File: config.mk
export PLATFORM = sky130hd
export DESIGN_NAME = odyssey_video_timing
export DESIGN_NICKNAME = d
export VERILOG_FILES = /design/src/rtl/odyssey_video_timing.sv
export SDC_FILE = /design/constraint.sdc
export NUM_CORES = 1
export LEC_CHECK = 0
export ABC_AREA = 1
export ABC_CLOCK_PERIOD_IN_PS = 3200
export CAP_MARGIN = 15
export CELL_PAD_IN_SITES_DETAIL_PLACEMENT = 0
export CELL_PAD_IN_SITES_GLOBAL_PLACEMENT = 2
export CORE_MARGIN = 3
export CORE_UTILIZATION = 30
export DETAILED_ROUTE_END_ITERATION = 7
export PLACE_DENSITY = 0.76
export REMOVE_ABC_BUFFERS = 1
export SETUP_SLACK_MARGIN = 0.4
export SLEW_MARGIN = 20
export SYNTH_ARGS = -nofsm -noshare
export SYNTH_HDL_FRONTEND = slang
export SYNTH_SLANG_ARGS = --single-unit
File: constraint.sdc
create_clock -name clk -period 3.2 [get_ports clk]
set_input_delay 0.32 -clock clk [delete_from_list [all_inputs] [get_ports clk]]
set_output_delay 0.32 -clock clk [all_outputs]
set_load 0.05 [all_outputs]
File: src/rtl/odyssey_video_timing.sv
// Odyssey video timing: pixel strobe divider plus H/V raster sequencer.
// Produces registered blank/sync decodes. The PAL and scandouble modes are
// latched only at frame boundaries, so a mode change never cuts a frame short.
//
// state        | meaning
// restart      | first strobe after reset is pixel (0,0), not an advance
// sd_active    | scandouble in effect: half pixel period, each line drawn twice
// pal_active   | PAL line count and decodes in effect
module odyssey_video_timing #(
    parameter int CLK_DIV      = 4,
    parameter int H_TOTAL      = 228,
    parameter int H_ACTIVE     = 160,
    parameter int H_SYNC_START = 180,
    parameter int H_SYNC_LEN   = 17,
    parameter int V_TOTAL_N    = 262,
    parameter int V_TOTAL_P    = 312,
    parameter int V_ACTIVE_N   = 240,
    parameter int V_ACTIVE_P   = 288,
    parameter int V_SYNC_N     = 244,
    parameter int V_SYNC_P     = 296,
    parameter int V_SYNC_LEN   = 3
) (
    input  logic       clk,
    input  logic       reset,
    input  logic       pal,
    input  logic       scandouble,
    output logic       ce_pix,
    output logic [8:0] hcount,
    output logic [8:0] vcount,
    output logic       line_rep,
    output logic       HBlank,
    output logic       VBlank,
    output logic       HSync,
    output logic       VSync,
    output logic       frame_start,
    output logic       pal_active
);

    localparam logic [8:0] H_LAST  = 9'(H_TOTAL - 1);
    localparam logic [8:0] H_ACT   = 9'(H_ACTIVE);
    localparam logic [8:0] HS_BEG  = 9'(H_SYNC_START);
    localparam logic [8:0] HS_END  = 9'(H_SYNC_START + H_SYNC_LEN);
    localparam logic [8:0] VN_LAST = 9'(V_TOTAL_N - 1);
    localparam logic [8:0] VP_LAST = 9'(V_TOTAL_P - 1);
    localparam logic [8:0] VN_ACT  = 9'(V_ACTIVE_N);
    localparam logic [8:0] VP_ACT  = 9'(V_ACTIVE_P);
    localparam logic [8:0] VSN_BEG = 9'(V_SYNC_N);
    localparam logic [8:0] VSN_END = 9'(V_SYNC_N + V_SYNC_LEN);
    localparam logic [8:0] VSP_BEG = 9'(V_SYNC_P);
    localparam logic [8:0] VSP_END = 9'(V_SYNC_P + V_SYNC_LEN);
    localparam logic [7:0] DIV_FULL = 8'(CLK_DIV - 1);
    localparam logic [7:0] DIV_HALF = 8'(CLK_DIV / 2 - 1);

    logic       sd_active;
    logic       restart;
    logic [7:0] div_cnt;
    logic       line_end;
    logic       line_last_copy;
    logic       frame_end;
    logic       pal_nx;
    logic       sd_nx;
    logic [8:0] h_nx;
    logic [8:0] v_nx;
    logic       rep_nx;
    logic [8:0] v_last;
    logic [8:0] v_act;
    logic [8:0] vs_beg;
    logic [8:0] vs_end;
    logic [7:0] div_load;

    // Next raster position and the mode that will be in effect for it.
    always_comb begin
        line_end       = (hcount == H_LAST);
        line_last_copy = line_end && (!sd_active || line_rep);
        v_last         = pal_active ? VP_LAST : VN_LAST;
        frame_end      = line_last_copy && (vcount == v_last);
        pal_nx         = frame_end ? pal : pal_active;
        sd_nx          = frame_end ? scandouble : sd_active;
        h_nx           = hcount + 9'd1;
        v_nx           = vcount;
        rep_nx         = line_rep;
        if (restart || frame_end) begin
            h_nx   = 9'd0;
            v_nx   = 9'd0;
            rep_nx = 1'b0;
        end else if (line_end) begin
            h_nx   = 9'd0;
            v_nx   = line_last_copy ? vcount + 9'd1 : vcount;
            rep_nx = sd_active ? ~line_rep : 1'b0;
        end
        // Vertical decodes follow the mode of the pixel being strobed.
        v_act    = pal_nx ? VP_ACT  : VN_ACT;
        vs_beg   = pal_nx ? VSP_BEG : VSN_BEG;
        vs_end   = pal_nx ? VSP_END : VSN_END;
        div_load = sd_nx ? DIV_HALF : DIV_FULL;
    end

    // Down-counting pixel divider; every output updates on the strobe edge.
    always_ff @(posedge clk) begin
        if (reset) begin
            ce_pix      <= 1'b0;
            hcount      <= 9'd0;
            vcount      <= 9'd0;
            line_rep    <= 1'b0;
            HBlank      <= 1'b0;
            VBlank      <= 1'b0;
            HSync       <= 1'b0;
            VSync       <= 1'b0;
            frame_start <= 1'b0;
            pal_active  <= pal;
            sd_active   <= scandouble;
            restart     <= 1'b1;
            div_cnt     <= 8'd0;
        end else begin
            ce_pix <= (div_cnt == 8'd0);
            if (div_cnt == 8'd0) begin
                div_cnt     <= div_load;
                restart     <= 1'b0;
                hcount      <= h_nx;
                vcount      <= v_nx;
                line_rep    <= rep_nx;
                pal_active  <= pal_nx;
                sd_active   <= sd_nx;
                frame_start <= restart || frame_end;
                HBlank      <= (h_nx >= H_ACT);
                HSync       <= (h_nx >= HS_BEG) && (h_nx < HS_END);
                VBlank      <= (v_nx >= v_act);
                VSync       <= (v_nx >= vs_beg) && (v_nx < vs_end);
            end else begin
                div_cnt <= div_cnt - 8'd1;
            end
        end
    end

endmodule
## Word-level counts from Yosys, hierarchy flattened

Index checks and enable logic that the tools add are counted.

- Word-level logic and storage cells: 56
- Bits in read-only memories: 0
- Output and inout bits: 26
- Bits in writable memories: 0
- Latch bits: 0
- Memories kept: 0
- Bits in registers: 36

- Reductions and logical operators: 11
- Magnitude comparators: 6
- Div/mod/pow operators: 0
- Shift-type cells: 0
- Eq/ne operators: 2
- Multipliers: 0
- Bitwise operators: 1
- $add $sub $neg: 3
- Multiplexer cells: 20

Operator list:

| cell | count |
|---|---|
| $mux 9 | 8 |
| $add 9x1->9 const B | 2 |
| $ge 9x8->1 const B | 2 |
| $ge 9x9->1 | 2 |
| $eq 9x8->1 const B | 1 |
| $eq 9x9->1 | 1 |
| $lt 9x8->1 const B | 1 |
| $lt 9x9->1 | 1 |
| $mux 1 | 9 |
| $logic_not 8->1 | 1 |
| $mux 8 | 1 |
| $sub 8x1->8 const B | 1 |
| $mux 6 | 1 |
| $logic_and 1x1->1 | 4 |
| $reduce_bool 2->1 | 2 |
| $logic_or 1x1->1 | 2 |
| $mux 2 | 1 |
| $reduce_and 2->1 | 1 |
| $logic_not 1->1 | 1 |
| $not 1->1 | 1 |

## Logic depth before layout (Yosys ltp)

- Depth after elaboration: 8
- Depth in mapped cells: 20
- Depth with buffers taken out: 20

## Worst setup path before layout

OpenSTA, ideal clock, no wires.

- Path kind: register to register
- Start point: register hcount[0]
- End point: register VSync
- Cell stages (with the launch flop): 19
- Library setup time: 0.059 ns
- Arrival: 2.756 ns
- Required time: 3.141 ns
- Buffers on the path: 0
- Path slack: 0.385 ns
- Cells stage by stage: dfxtp_1 ha_1 nand2_1 nor2_1 nand2_1 nor2_2 nand3_2 nand2_1 or2_1 inv_1 ha_1 a21o_1 a21oi_1 nand3_1 nor2_1 nand2_1 nor2_1 nand2_1 nand2_1

- Cells in the longest elaborated chain, start to end: 7
- Elaborated cells between the ends (all ways): 13
- Those cells by class: order compare: 2; eq/ne: 1; mux: 6; reduce/logical: 4

RTL lines:

| element | line | text |
|---|---|---|
| from (decl) | 28 | `output logic [8:0] hcount,` |
| from (signal assigned) | 119 | `hcount <= h_nx;` |
| $eq 9x8->1 * | 73 | `line_end = (hcount == H_LAST);` |
| $logic_and 1x1->1 | 74 | `line_last_copy = line_end && (!sd_active \|\| line_rep);` |
| $mux 9 / $logic_and 1x1->1 (equally long branches) | 88, 76 |  |
| $mux 9 / $logic_or 1x1->1 (equally long branches) | 86, 82 |  |
| $mux 9 * | 82 | `if (restart \|\| frame_end) begin` |
| via v_nx[7] | 63 | `logic [8:0] v_nx;` |
| $ge 9x9->1 / $lt 9x9->1 (equally long branches) | 128 | `VSync <= (v_nx >= vs_beg) && (v_nx < vs_end);` |
| $logic_and 1x1->1 * | 128 |  |
| to (signal assigned) | 128 |  |
| to (decl) | 34 | `output logic VSync,` |

Mark *: on every way through the listed nets, which the timed path passes. The rest lies on a longest branch.
A chain may end at the register's enable or synchronous reset.

## Final worst setup path

Same ends and word-level chain as after synthesis.

==> reports/metrics.yaml <==
cap_viol_max_count: 0
leakage_component_of_the_power_uw: 0.001259
seq_area_frac_synth_pct: 31.95
post-synth-top-count-cell: "sky130_fd_sc_hd__nand2_1"
design.die.area_mm2: 0.008819
floorplan.rows: 31
cts_htree_levels: 2
synthDominantAreaCellType: "sky130_fd_sc_hd__dfxtp_1"
numClockSinks: 36
synth_top_flop_cell: "sky130_fd_sc_hd__dfxtp_1"
clock_pin_slew_of_the_registers_on_the_worst_case_setup_and_hold_paths_ns: 0.08
capturing_element_type_of_the_critical_path: "register"
ant_nets: 0
grt-ovfl-total: 0
cp_common_cell: "sky130_fd_sc_hd__nand2_1"
post_synth_edffs: 2
min_from: "div_cnt[0]$_SDFF_PP0_"
ys_warn_count: 0
via_per_inst: 4.764
ys_types: 34
netlist_top_cells_count: "95 x sky130_fd_sc_hd__nand2_1, 47 x sky130_fd_sc_hd__inv_1, 34 x sky130_fd_sc_hd__dfxtp_1, 34 x sky130_fd_sc_hd__nor2_1, 25 x sky130_fd_sc_hd__nand3_1"
tritoncts: "yes"
crit_slowest_cell: "sky130_fd_sc_hd__dfxtp_4"
fin_crit_ns: 2.584
grt_start_max_net_pins: 23
start_util_pct: 31.46
start_of_the_worst_register_to_register_path: "hcount[0]$_SDFFE_PP0P_"
die_width_um: 93.91
fin_ws_ns: 0.6158
instances_no_fill: 479
worst_path_dominant_cell_family: "simple AND/OR/NAND/NOR gates"
worst_stage_delay_on_the_critical_path_ns: 0.39
rsz_0062_raised_after_global_routing: "yes"
place_worst_setup_slack_ns: 0.3376
ctsRootBufferMaster: "sky130_fd_sc_hd__clkbuf_8"
wire_length_of_the_first_global_routing_pass_um: 11150
timing.max_slew.rel_slack_pct: 59.75
detailed_place.area_mm2: 0.002706
run_status: "finished, final reports clean"
detailroute.via_count: 2282
power_uw: 1620
worst_skew_pair.late_latency_ns: 0.29
powerDensity_mw_per_mm2: 568.7
max_freq_mhz: 387.0
cp_max_fo: 5
synth_async_sr_flop_share_pct: 0
drt-total-wl_um: 6644
report.final.slew_viol_count: 0
fin_crit_sh_pct: 80.76
grt_usage_pct: 16.15
antenna_found_initial: 0
floorplan.die.height_um: 93.91
placeableCoreArea_mm2: 0.007370
worst-endpoint-required_ns: 3.44
routabilityCongestion: 0.7835
boundaryPins: 30
number_of_global_route_vias_before_repair: 2233
num_antenna_cells: 0
critical_path.cell_chain: "ha_4 > nand2_1 > inv_1 > nand2_1 > nor2_2 > nand2_2 > nor2_2 > xor2_1 > or2_1 > inv_1 > ha_1 > a21o_1 > a21oi_2 > nand3_1 > nor2_1 > nand2_1 > nor2_1 > nand2_1 > nand2_1"
worst_setup_path_startpoint: "hcount[0]$_SDFFE_PP0P_"
port_buffers: 29
number_of_clock_buffers_inserted_by_tritoncts: 5
max_slew.worst_pin.slew_ns: 0.6031
area.growth.synth_to_final_pct: 22.88
layout_skew_ns: 0.01289
final_nets: 392
drtIter0Drc: 152
timing.setup.critical_path_class: "register to register"
synth.avg_cell_area_um2: 6.681
data_arrival_time_at_the_worst_slack_endpoint_ns: 2.82
setup_viol: 0
synth_cells: 347
ys_top_cells_by_area: "sky130_fd_sc_hd__dfxtp_1 29%, sky130_fd_sc_hd__nand2_1 15%, sky130_fd_sc_hd__inv_1 7.6%, sky130_fd_sc_hd__nor2_1 5.5%, sky130_fd_sc_hd__nand3_1 5.4%"
fraction_of_layout_cells_with_a_size_suffix_above_1_pct: 12.89
syn_area_mm2: 0.002318
hold_viol: 0
post_route_design_area_mm2: 0.002849
placed_cells: 471
totalNegativeSetupSlack_ns: 0
timing.critical_path.buf_inv: 2
peakVddDrop_uv: 413.4
cts_hold_buffers: 0
worstHoldPathType: "register to register"
synth.ff_latch_count: 36
dp_hpwl_um: 5000
drcViolationCount: 0
cts_buffer_depth: 2
synth_largest_type_area_fraction_pct: 29.36
startpoint_type: "register"
detailedRoute.firstPassIterationCount: 4
routedWlPerCell_um: 13.87
-- metrics by stage --
| stage | util, % | hold slack (ns) |
|---|---|---|
| floorplan | - | 0.4204 |
| global placement | 36.72 | 0.4505 |
| detailed placement | 36.72 | 0.4523 |
| CTS | 38.05 | 0.4648 |
| global route | 38.66 | 0.4921 |
| finish | 38.66 | 0.4567 |
-- power by group --
group	switching, µW	total, µW	internal (µW)
clock network	175	351	176
logic	445	661	216
registers	71.8	608	536
-- per-layer routing --
layer	part of all wire, %	global-route usage [%]	vias up
li1	-	-	1183
met3	4.1	2.804	8
met1	52	24.15	1042
met4	1.2	4.573	0
met2	42	23.54	49
met5	0	0	-
-- layout make-up --
type                    count  area (µm²)
repair buffers             33       320.3
clock buffers               8       90.09
inverters                  52       195.2
fillers                   809        4521
flip-flops and latches     36       747.0
multi-input cells         251        1373
well taps                  99       123.9
-- cells by family after synthesis --
logic type,Yosys count,synth area share [%]
AO/OA/AOI/OAI,43,11.23
adder cells (fa/ha/maj),9,4.857
flip-flops,36,31.95
XOR/XNOR,10,3.778
buffers and inverters,60,10.85
AND/OR/NAND/NOR,189,37.35
-- layout by cell type (no fill, tap or decap), drive strengths merged, types with 5 or more instances in the layout --
| cell | Yosys | final |
|---|---|---|
| nand3 | 28 | 28 |
| dfxtp | 34 | 34 |
| or2 | 5 | 5 |
| nand2 | 99 | 99 |
| ha | 9 | 9 |
| nor2 | 44 | 44 |
| xor2 | 9 | 9 |
| inv | 52 | 52 |
| clkdlybuf4s50 | 0 | 29 |
| clkbuf | 1 | 8 |
| o21ai | 17 | 17 |
| o22ai | 9 | 9 |
| a21oi | 10 | 10 |
| nand4 | 8 | 8 |
-- final timing paths --
check / endpoint / slack [ns] / cells after the start
worst max-delay path: VSync$_SDFFE_PP0P_ / 0.62 / 19
worst max register to register: VSync$_SDFFE_PP0P_ / 0.62 / 19
worst min register to register: div_cnt[0]$_SDFF_PP0_ / 0.46 / 1
worst min-delay path: div_cnt[0]$_SDFF_PP0_ / 0.46 / 1
-- repair_timing --
action                                 in CTS  in global routing
buffers inserted                            0                  0
pin swaps                                   0                  1
gates cloned                                0                  0
endpoints found under the hold margin       0                  0
setup endpoints to repair                   1                 12
resized for setup                           3                 11
-- worst reg2reg max path, stage by stage, from the launching register on --
cell,delay [ns]
sky130_fd_sc_hd__dfxtp_4,0.39
sky130_fd_sc_hd__ha_4,0.16
sky130_fd_sc_hd__nand2_1,0.07
sky130_fd_sc_hd__inv_1,0.07
sky130_fd_sc_hd__nand2_1,0.06
sky130_fd_sc_hd__nor2_2,0.12
sky130_fd_sc_hd__nand2_2,0.09
sky130_fd_sc_hd__nor2_2,0.12
sky130_fd_sc_hd__xor2_1,0.16
sky130_fd_sc_hd__or2_1,0.14
sky130_fd_sc_hd__inv_1,0.05
sky130_fd_sc_hd__ha_1,0.30
sky130_fd_sc_hd__a21o_1,0.19
sky130_fd_sc_hd__a21oi_2,0.15
sky130_fd_sc_hd__nand3_1,0.08
sky130_fd_sc_hd__nor2_1,0.10
sky130_fd_sc_hd__nand2_1,0.06
sky130_fd_sc_hd__nor2_1,0.10
sky130_fd_sc_hd__nand2_1,0.06
sky130_fd_sc_hd__nand2_1,0.05
-- flip-flops by register name, indices dropped and copies added (netlist names) --
register	count
HSync	1
frame_start	1
vcount	9
restart	1
HBlank	1
line_rep	1
pal_active	1
VSync	1
div_cnt	8
VBlank	1
ce_pix	1
sd_active	1
hcount	9
Note: power is estimated with default switching activity, not from simulation.
